<file path="src/rtl/pattern_tx.sv">
// pattern_tx: serial pattern transmitter.
//   Captures a WIDTH-bit pattern (external data_in or the PATTERN parameter)
//   and shifts it out MSB-first for 'reps' frames. GAP idle zero bits are
//   inserted between consecutive frames. All outputs are decoded from
//   registered state only.
// Ports:
//   clk        clock, posedge
//   reset      asynchronous, active-low
//   start      transfer request, sampled only in IDLE
//   use_ext    1: send data_in, 0: send PATTERN (sampled with start)
//   data_in    external pattern (sampled with start)
//   reps       frame repetitions; 0 ignores the request
//   abort      cancels an active transfer (SHIFT/GAP)
//   ready      high in IDLE
//   busy       high in SHIFT, GAP, DONE
//   out        serial data, 0 outside SHIFT
//   out_valid  high during SHIFT
//   done       one-cycle pulse after the last bit of the last frame
module pattern_tx #(
   parameter int               WIDTH   = 5,
   parameter logic [WIDTH-1:0] PATTERN = WIDTH'(5'b10001),
   parameter int               GAP     = 0
) (
   input  logic             clk,
   input  logic             reset,
   input  logic             start,
   input  logic             use_ext,
   input  logic [WIDTH-1:0] data_in,
   input  logic [3:0]       reps,
   input  logic             abort,
   output logic             ready,
   output logic             busy,
   output logic             out,
   output logic             out_valid,
   output logic             done
);

   localparam int              BW       = $clog2(WIDTH);
   localparam logic [BW-1:0]   BIT_LAST = BW'(WIDTH - 1);
   // Only meaningful when GAP > 0; the GAP state is unreachable otherwise.
   localparam logic [3:0]      GAP_LAST = 4'((GAP > 0) ? (GAP - 1) : 0);

   typedef enum logic [1:0] {
      S_IDLE  = 2'd0,
      S_SHIFT = 2'd1,
      S_GAP   = 2'd2,
      S_DONE  = 2'd3
   } state_t;

   state_t           state, state_nx;
   logic [WIDTH-1:0] sreg, sreg_nx;
   logic [WIDTH-1:0] hold, hold_nx;
   logic [3:0]       rep_cnt, rep_nx;
   logic [BW-1:0]    bit_cnt, bit_nx;
   logic [3:0]       gap_cnt, gap_nx;

   always_ff @(posedge clk or negedge reset) begin
      if (!reset) begin
         state   <= S_IDLE;
         sreg    <= '0;
         hold    <= '0;
         rep_cnt <= '0;
         bit_cnt <= '0;
         gap_cnt <= '0;
      end else begin
         state   <= state_nx;
         sreg    <= sreg_nx;
         hold    <= hold_nx;
         rep_cnt <= rep_nx;
         bit_cnt <= bit_nx;
         gap_cnt <= gap_nx;
      end
   end

   always_comb begin
      state_nx = state;
      sreg_nx  = sreg;
      hold_nx  = hold;
      rep_nx   = rep_cnt;
      bit_nx   = bit_cnt;
      gap_nx   = gap_cnt;
      case (state)
         S_IDLE: begin
            if (start && (reps != 4'd0)) begin
               sreg_nx  = use_ext ? data_in : PATTERN;
               hold_nx  = use_ext ? data_in : PATTERN;
               rep_nx   = reps;
               bit_nx   = '0;
               gap_nx   = '0;
               state_nx = S_SHIFT;
            end
         end
         S_SHIFT: begin
            // abort takes priority over end-of-frame handling
            if (abort) begin
               state_nx = S_IDLE;
               sreg_nx  = '0;
               rep_nx   = '0;
               bit_nx   = '0;
               gap_nx   = '0;
            end else begin
               sreg_nx = {sreg[WIDTH-2:0], 1'b0};
               bit_nx  = bit_cnt + 1'b1;
               if (bit_cnt == BIT_LAST) begin
                  rep_nx = rep_cnt - 1'b1;
                  bit_nx = '0;
                  if (rep_cnt == 4'd1) begin
                     state_nx = S_DONE;
                  end else if (GAP > 0) begin
                     state_nx = S_GAP;
                     gap_nx   = '0;
                  end else begin
                     // back-to-back frame, no bubble
                     sreg_nx = hold;
                  end
               end
            end
         end
         S_GAP: begin
            if (abort) begin
               state_nx = S_IDLE;
               sreg_nx  = '0;
               rep_nx   = '0;
               bit_nx   = '0;
               gap_nx   = '0;
            end else if (gap_cnt == GAP_LAST) begin
               gap_nx   = '0;
               sreg_nx  = hold;
               state_nx = S_SHIFT;
            end else begin
               gap_nx = gap_cnt + 1'b1;
            end
         end
         S_DONE: begin
            state_nx = S_IDLE;
         end
         default: begin
            state_nx = S_IDLE;
         end
      endcase
   end

   // Moore outputs from registered state and shift register only
   assign ready     = (state == S_IDLE);
   assign busy      = (state == S_SHIFT) || (state == S_GAP) || (state == S_DONE);
   assign out_valid = (state == S_SHIFT);
   assign out       = (state == S_SHIFT) && sreg[WIDTH-1];
   assign done      = (state == S_DONE);

endmodule

</file>
<file path="config.mk">
export PLATFORM = sky130hd
export DESIGN_NAME = pattern_tx
export DESIGN_NICKNAME = d
export VERILOG_FILES = /design/src/rtl/pattern_tx.sv
export SDC_FILE = /design/constraint.sdc
export NUM_CORES = 1
export LEC_CHECK = 0
export BUFFER_PORTS_ARGS = -buffer_cell sky130_fd_sc_hd__buf_2
export CAP_MARGIN = 5
export CORE_MARGIN = 4
export CORE_UTILIZATION = 35
export CTS_CLUSTER_SIZE = 28
export DETAILED_ROUTE_END_ITERATION = 10
export PLACE_DENSITY = 0.56
export SLEW_MARGIN = 20
export SYNTH_ARGS = -nofsm -noshare
export SYNTH_HDL_FRONTEND = slang
export SYNTH_SLANG_ARGS = --single-unit
</file>
<file path="constraint.sdc">
create_clock -name clk -period 1.7 [get_ports clk]
set_input_delay 0.17 -clock clk [delete_from_list [all_inputs] [get_ports clk]]
set_output_delay 0.17 -clock clk [all_outputs]
set_load 0.01 [all_outputs]
</file>
==> impl_metrics.toml <==
[logic_synthesis]
ys_seq_elements = 23
synth.top_cells.by_count = "sky130_fd_sc_hd__dfrtp_1 (23), sky130_fd_sc_hd__nand2_1 (22), sky130_fd_sc_hd__ha_1 (11), sky130_fd_sc_hd__inv_1 (11), sky130_fd_sc_hd__o21ai_0 (9)"
post-synth-top-area-cell = "sky130_fd_sc_hd__dfrtp_1"
synth_most_common_cell = "sky130_fd_sc_hd__dfrtp_1"
synth_top_cells_by_area = "sky130_fd_sc_hd__dfrtp_1 (40%), sky130_fd_sc_hd__ha_1 (9.6%), sky130_fd_sc_hd__nand2_1 (5.8%)"
synth_largest_type_area_fraction_pct = 40.1
synth.yosys.warnings = 0
yosys_most_used_dff = "sky130_fd_sc_hd__dfrtp_1"
synth-simple-area-share_pct = 17.2
postSynthAreaPerCell_um2 = 9.62
synth_seq_area_share_pct = 40.1
synthXorXnorAreaFrac_pct = 0
synth_top_family_by_area = "compound AO/OA/AOI/OAI gates"
fraction_of_the_mapped_netlist_area_in_compound_gates_pct = 23.1
synth_area_um2 = 1430
synth_fp_nets = 174
post_synthesis_async_set_or_reset_flop_share_pct = 100
synth_mux_area_share_pct = 4.28
number_of_different_library_cells_in_the_post_synthesis_netlist = 43
post_synthesis_adder_cell_area_fraction_pct = 9.60
post_synth_inst_count = 149
number_of_enable_flip_flop_cells_after_synthesis = 0

[final_layout]
final_antenna_diode_count = 0
finish.instance_area_um2 = 2070
final_nets = 230
final-seq-area_um2 = 577
multi_input_area_um2 = 931
utilization_pct = 52.1
syn2layout_area_growth_pct = 44.4
fill_cell_count = 361
drive_gt1_share_pct = 44.1

[grt]
antenna_violations_before_repair = 0
grt-busiest-layer = "met2"
grt_max_degree = 24
grt.met2_usage_pct = 27.0
globalRoute.totalOverflow = 0
met1_usage_pct = 18.5
grt_first_pass_wirelength_um = 6360
use_met3_pct = 3.46
global_route_total_usage_across_every_layer_pct = 15.7
via_count_of_the_first_global_routing_pass = 1401

[timing]
layout_worst_path_cycle_share_pct = 104
maxClockFrequency_mhz = 564
final-hold-violation-count = 0
slew_headroom_pct = 63.2
fin_worst_skew_ns = 0.0113
report.final.setup_viol = 7
worstMarginPinSlew_ns = 0.552
min_period_ns = 1.77
final_critical_path_setup_slack_ns = -0.0741
setup_repair_after_global_routing_missed_its_margin = "yes"
slew_violations = 0

[pwr]
p_sw_share_pct = 39.1
power.density_cell_area_nw_per_um2 = 1380
power.share.sequential_pct = 30.4
comb_power_share_pct = 57.0
vdd_ir_drop_max_v = 0.000356
finalPower_mw = 2.87
p_int_mw = 1.75
clockPowerShare_pct = 12.5
power.leakage_nw = 0.970
switching_power_mw = 1.12

[status]
run_status = "finished, violations left"
violations = "setup timing"

[worst_setup_path]
crit_path_end_kind = "flop"
timing.critical_path.slowest_cell_delay_ns = 0.48
critical_path_arrival_ns = 1.99
path_class = "flop to flop"
worst_path_required_ns = 1.92
path_buf_inv = 2
cp_slowest_cell = "sky130_fd_sc_hd__or4_4"
timing.critical_path.max_delay_family = "simple AND/OR/NAND/NOR gates"
worst_setup_path_start_kind = "flop"
crit_chain = "inv_2, buf_6, ha_4, a211o_4, or4_4, nand3_2"
r2r_setup_slack_ns = -0.07
timing.critical_path.fanout_max = 6

[drt]
routed_wirelength_um = 3870
drtAntennaViolNets = 0
wl_per_cell_um = 15.2
post-route-drc-count = 0
vias = 1322
drt-initial-drc-count = 71
detailedRoute.firstPassIterationCount = 4
vias_per_cell = 5.20

[cts]
insertion_delay_ns = 0.28
htree_depth = 1
cts_sinks = 23
clockBufferDepth = 2
cts.reportedPaths.clkPinSlew_ns = 0.09
cts-root-buf = "sky130_fd_sc_hd__clkbuf_8"
cts_tree = "done"
cts_buffers = 3

[hold_path]
worst_hold_path_type = "input pin to flop"

[die]
floorplan.io_pins = 19
design.die.area_um2 = 5180
row_count = 23
floorplan.initialDensity_pct = 36.1
die_height_um = 72.0
design.core.area_um2 = 3970
die_x_um = 72.0

[place]
gp_congestion = 0.873
post-dp-hpwl_um = 2820
dpl-instance-area_um2 = 1810
port_buffers = 18
detailedPlace.worstSlack_ns = -0.175

[run]
max_cap_violations = 0
-- repair_timing --
| item | CTS | global route |
|---|---|---|
| buffers inserted | 4 | 3 |
| endpoints found under the setup margin | 17 | 17 |
| gates resized for setup | 14 | 19 |
| hold endpoints to repair | 23 | 0 |
| hold buffers | 1 | 0 |
| pin swaps | 5 | 12 |
| cloned | 1 | 0 |
-- layer usage --
layer / wire length [µm] / up-vias
met3: 119 / 6
li1: - / 651
met2: 2030 / 18
met1: 1660 / 647
met4: 61 / 0
met5: 0 / -
-- final cells by class --
type                            count  share of cell area [%]
Sequential cell                    23                    27.9
Tap cell                           50                    3.02
Multi-Input combinational cell    110                    45.0
Inverter                           12                    2.42
Clock buffer                        4                    2.18
Timing Repair Buffer               55                    19.6
-- cell families after synthesis --
group	Yosys count
buffers and inverters	17
AND/OR/NAND/NOR	50
AO/OA/AOI/OAI	42
adder cells (fa/ha/maj)	11
flip-flops	23
multiplexers	6
-- registers in the layout (all words and copies together), names as in the netlist --
register  cells
state         2
gap_cnt       4
hold          5
rep_cnt       4
bit_cnt       3
sreg          5
-- cell usage in the layout, fill, tap and decap left out, types with 2 or more instances in the layout --
master,n
sky130_fd_sc_hd__buf_6,6
sky130_fd_sc_hd__o31ai_1,4
sky130_fd_sc_hd__clkbuf_8,3
sky130_fd_sc_hd__nor2b_1,2
sky130_fd_sc_hd__dfrtp_1,22
sky130_fd_sc_hd__inv_1,8
sky130_fd_sc_hd__buf_4,29
sky130_fd_sc_hd__o21ai_0,5
sky130_fd_sc_hd__nand3_1,6
sky130_fd_sc_hd__o21ai_1,4
sky130_fd_sc_hd__nor2_1,5
sky130_fd_sc_hd__a21oi_1,7
sky130_fd_sc_hd__ha_4,4
sky130_fd_sc_hd__buf_2,18
sky130_fd_sc_hd__nand3_2,2
sky130_fd_sc_hd__nand2_1,20
sky130_fd_sc_hd__ha_1,7
sky130_fd_sc_hd__inv_2,3
sky130_fd_sc_hd__and2_1,2
sky130_fd_sc_hd__a221oi_2,3
sky130_fd_sc_hd__or3b_4,2
sky130_fd_sc_hd__nand2_2,2
sky130_fd_sc_hd__mux2i_1,5
-- power groups by stage --
stage	logic (mW)	registers [mW]	clock network [mW]
finish	1.64	0.873	0.358
global route	1.78	0.893	0.394
CTS	1.52	0.871	0.370
detailed placement	1.33	0.875	0
global placement	1.29	0.868	0
floorplan	0.819	0.839	0
-- final timing paths --
kind | end | from | cells after the start
worst max-delay path | gap_cnt[3]$_DFFE_PN0P_ | state[1]$_DFFE_PN0P_ | 6
worst min-delay path | hold[3]$_DFFE_PN0P_ | data_in[3] | 3
worst max register to register | gap_cnt[3]$_DFFE_PN0P_ | state[1]$_DFFE_PN0P_ | 6
worst min register to register | sreg[4]$_DFFE_PN0P_ | sreg[4]$_DFFE_PN0P_ | 2
max in group asynchronous | state[0]$_DFFE_PN0P_ | reset | 2
min in group asynchronous | sreg[0]$_DFFE_PN0P_ | reset | 2
-- tightest hold or removal path: stages --
cell and delay [ns]:
sky130_fd_sc_hd__buf_2 0.10, sky130_fd_sc_hd__nand2_1 0.07, sky130_fd_sc_hd__o21ai_1 0.06
-- per-stage QoR --
step	setup TNS, ns	cells	hold slack (ns)
final	-0.204	254	0.170
after CTS	-0.296	252	0.169
after floorplan	-0.145	149	-0.126
after global placement	-0.637	242	0.184
after detailed placement	-1.14	242	0.195
after global routing	-1.07	254	0.180
No activity file was read; power rests on OpenSTA's default activity.
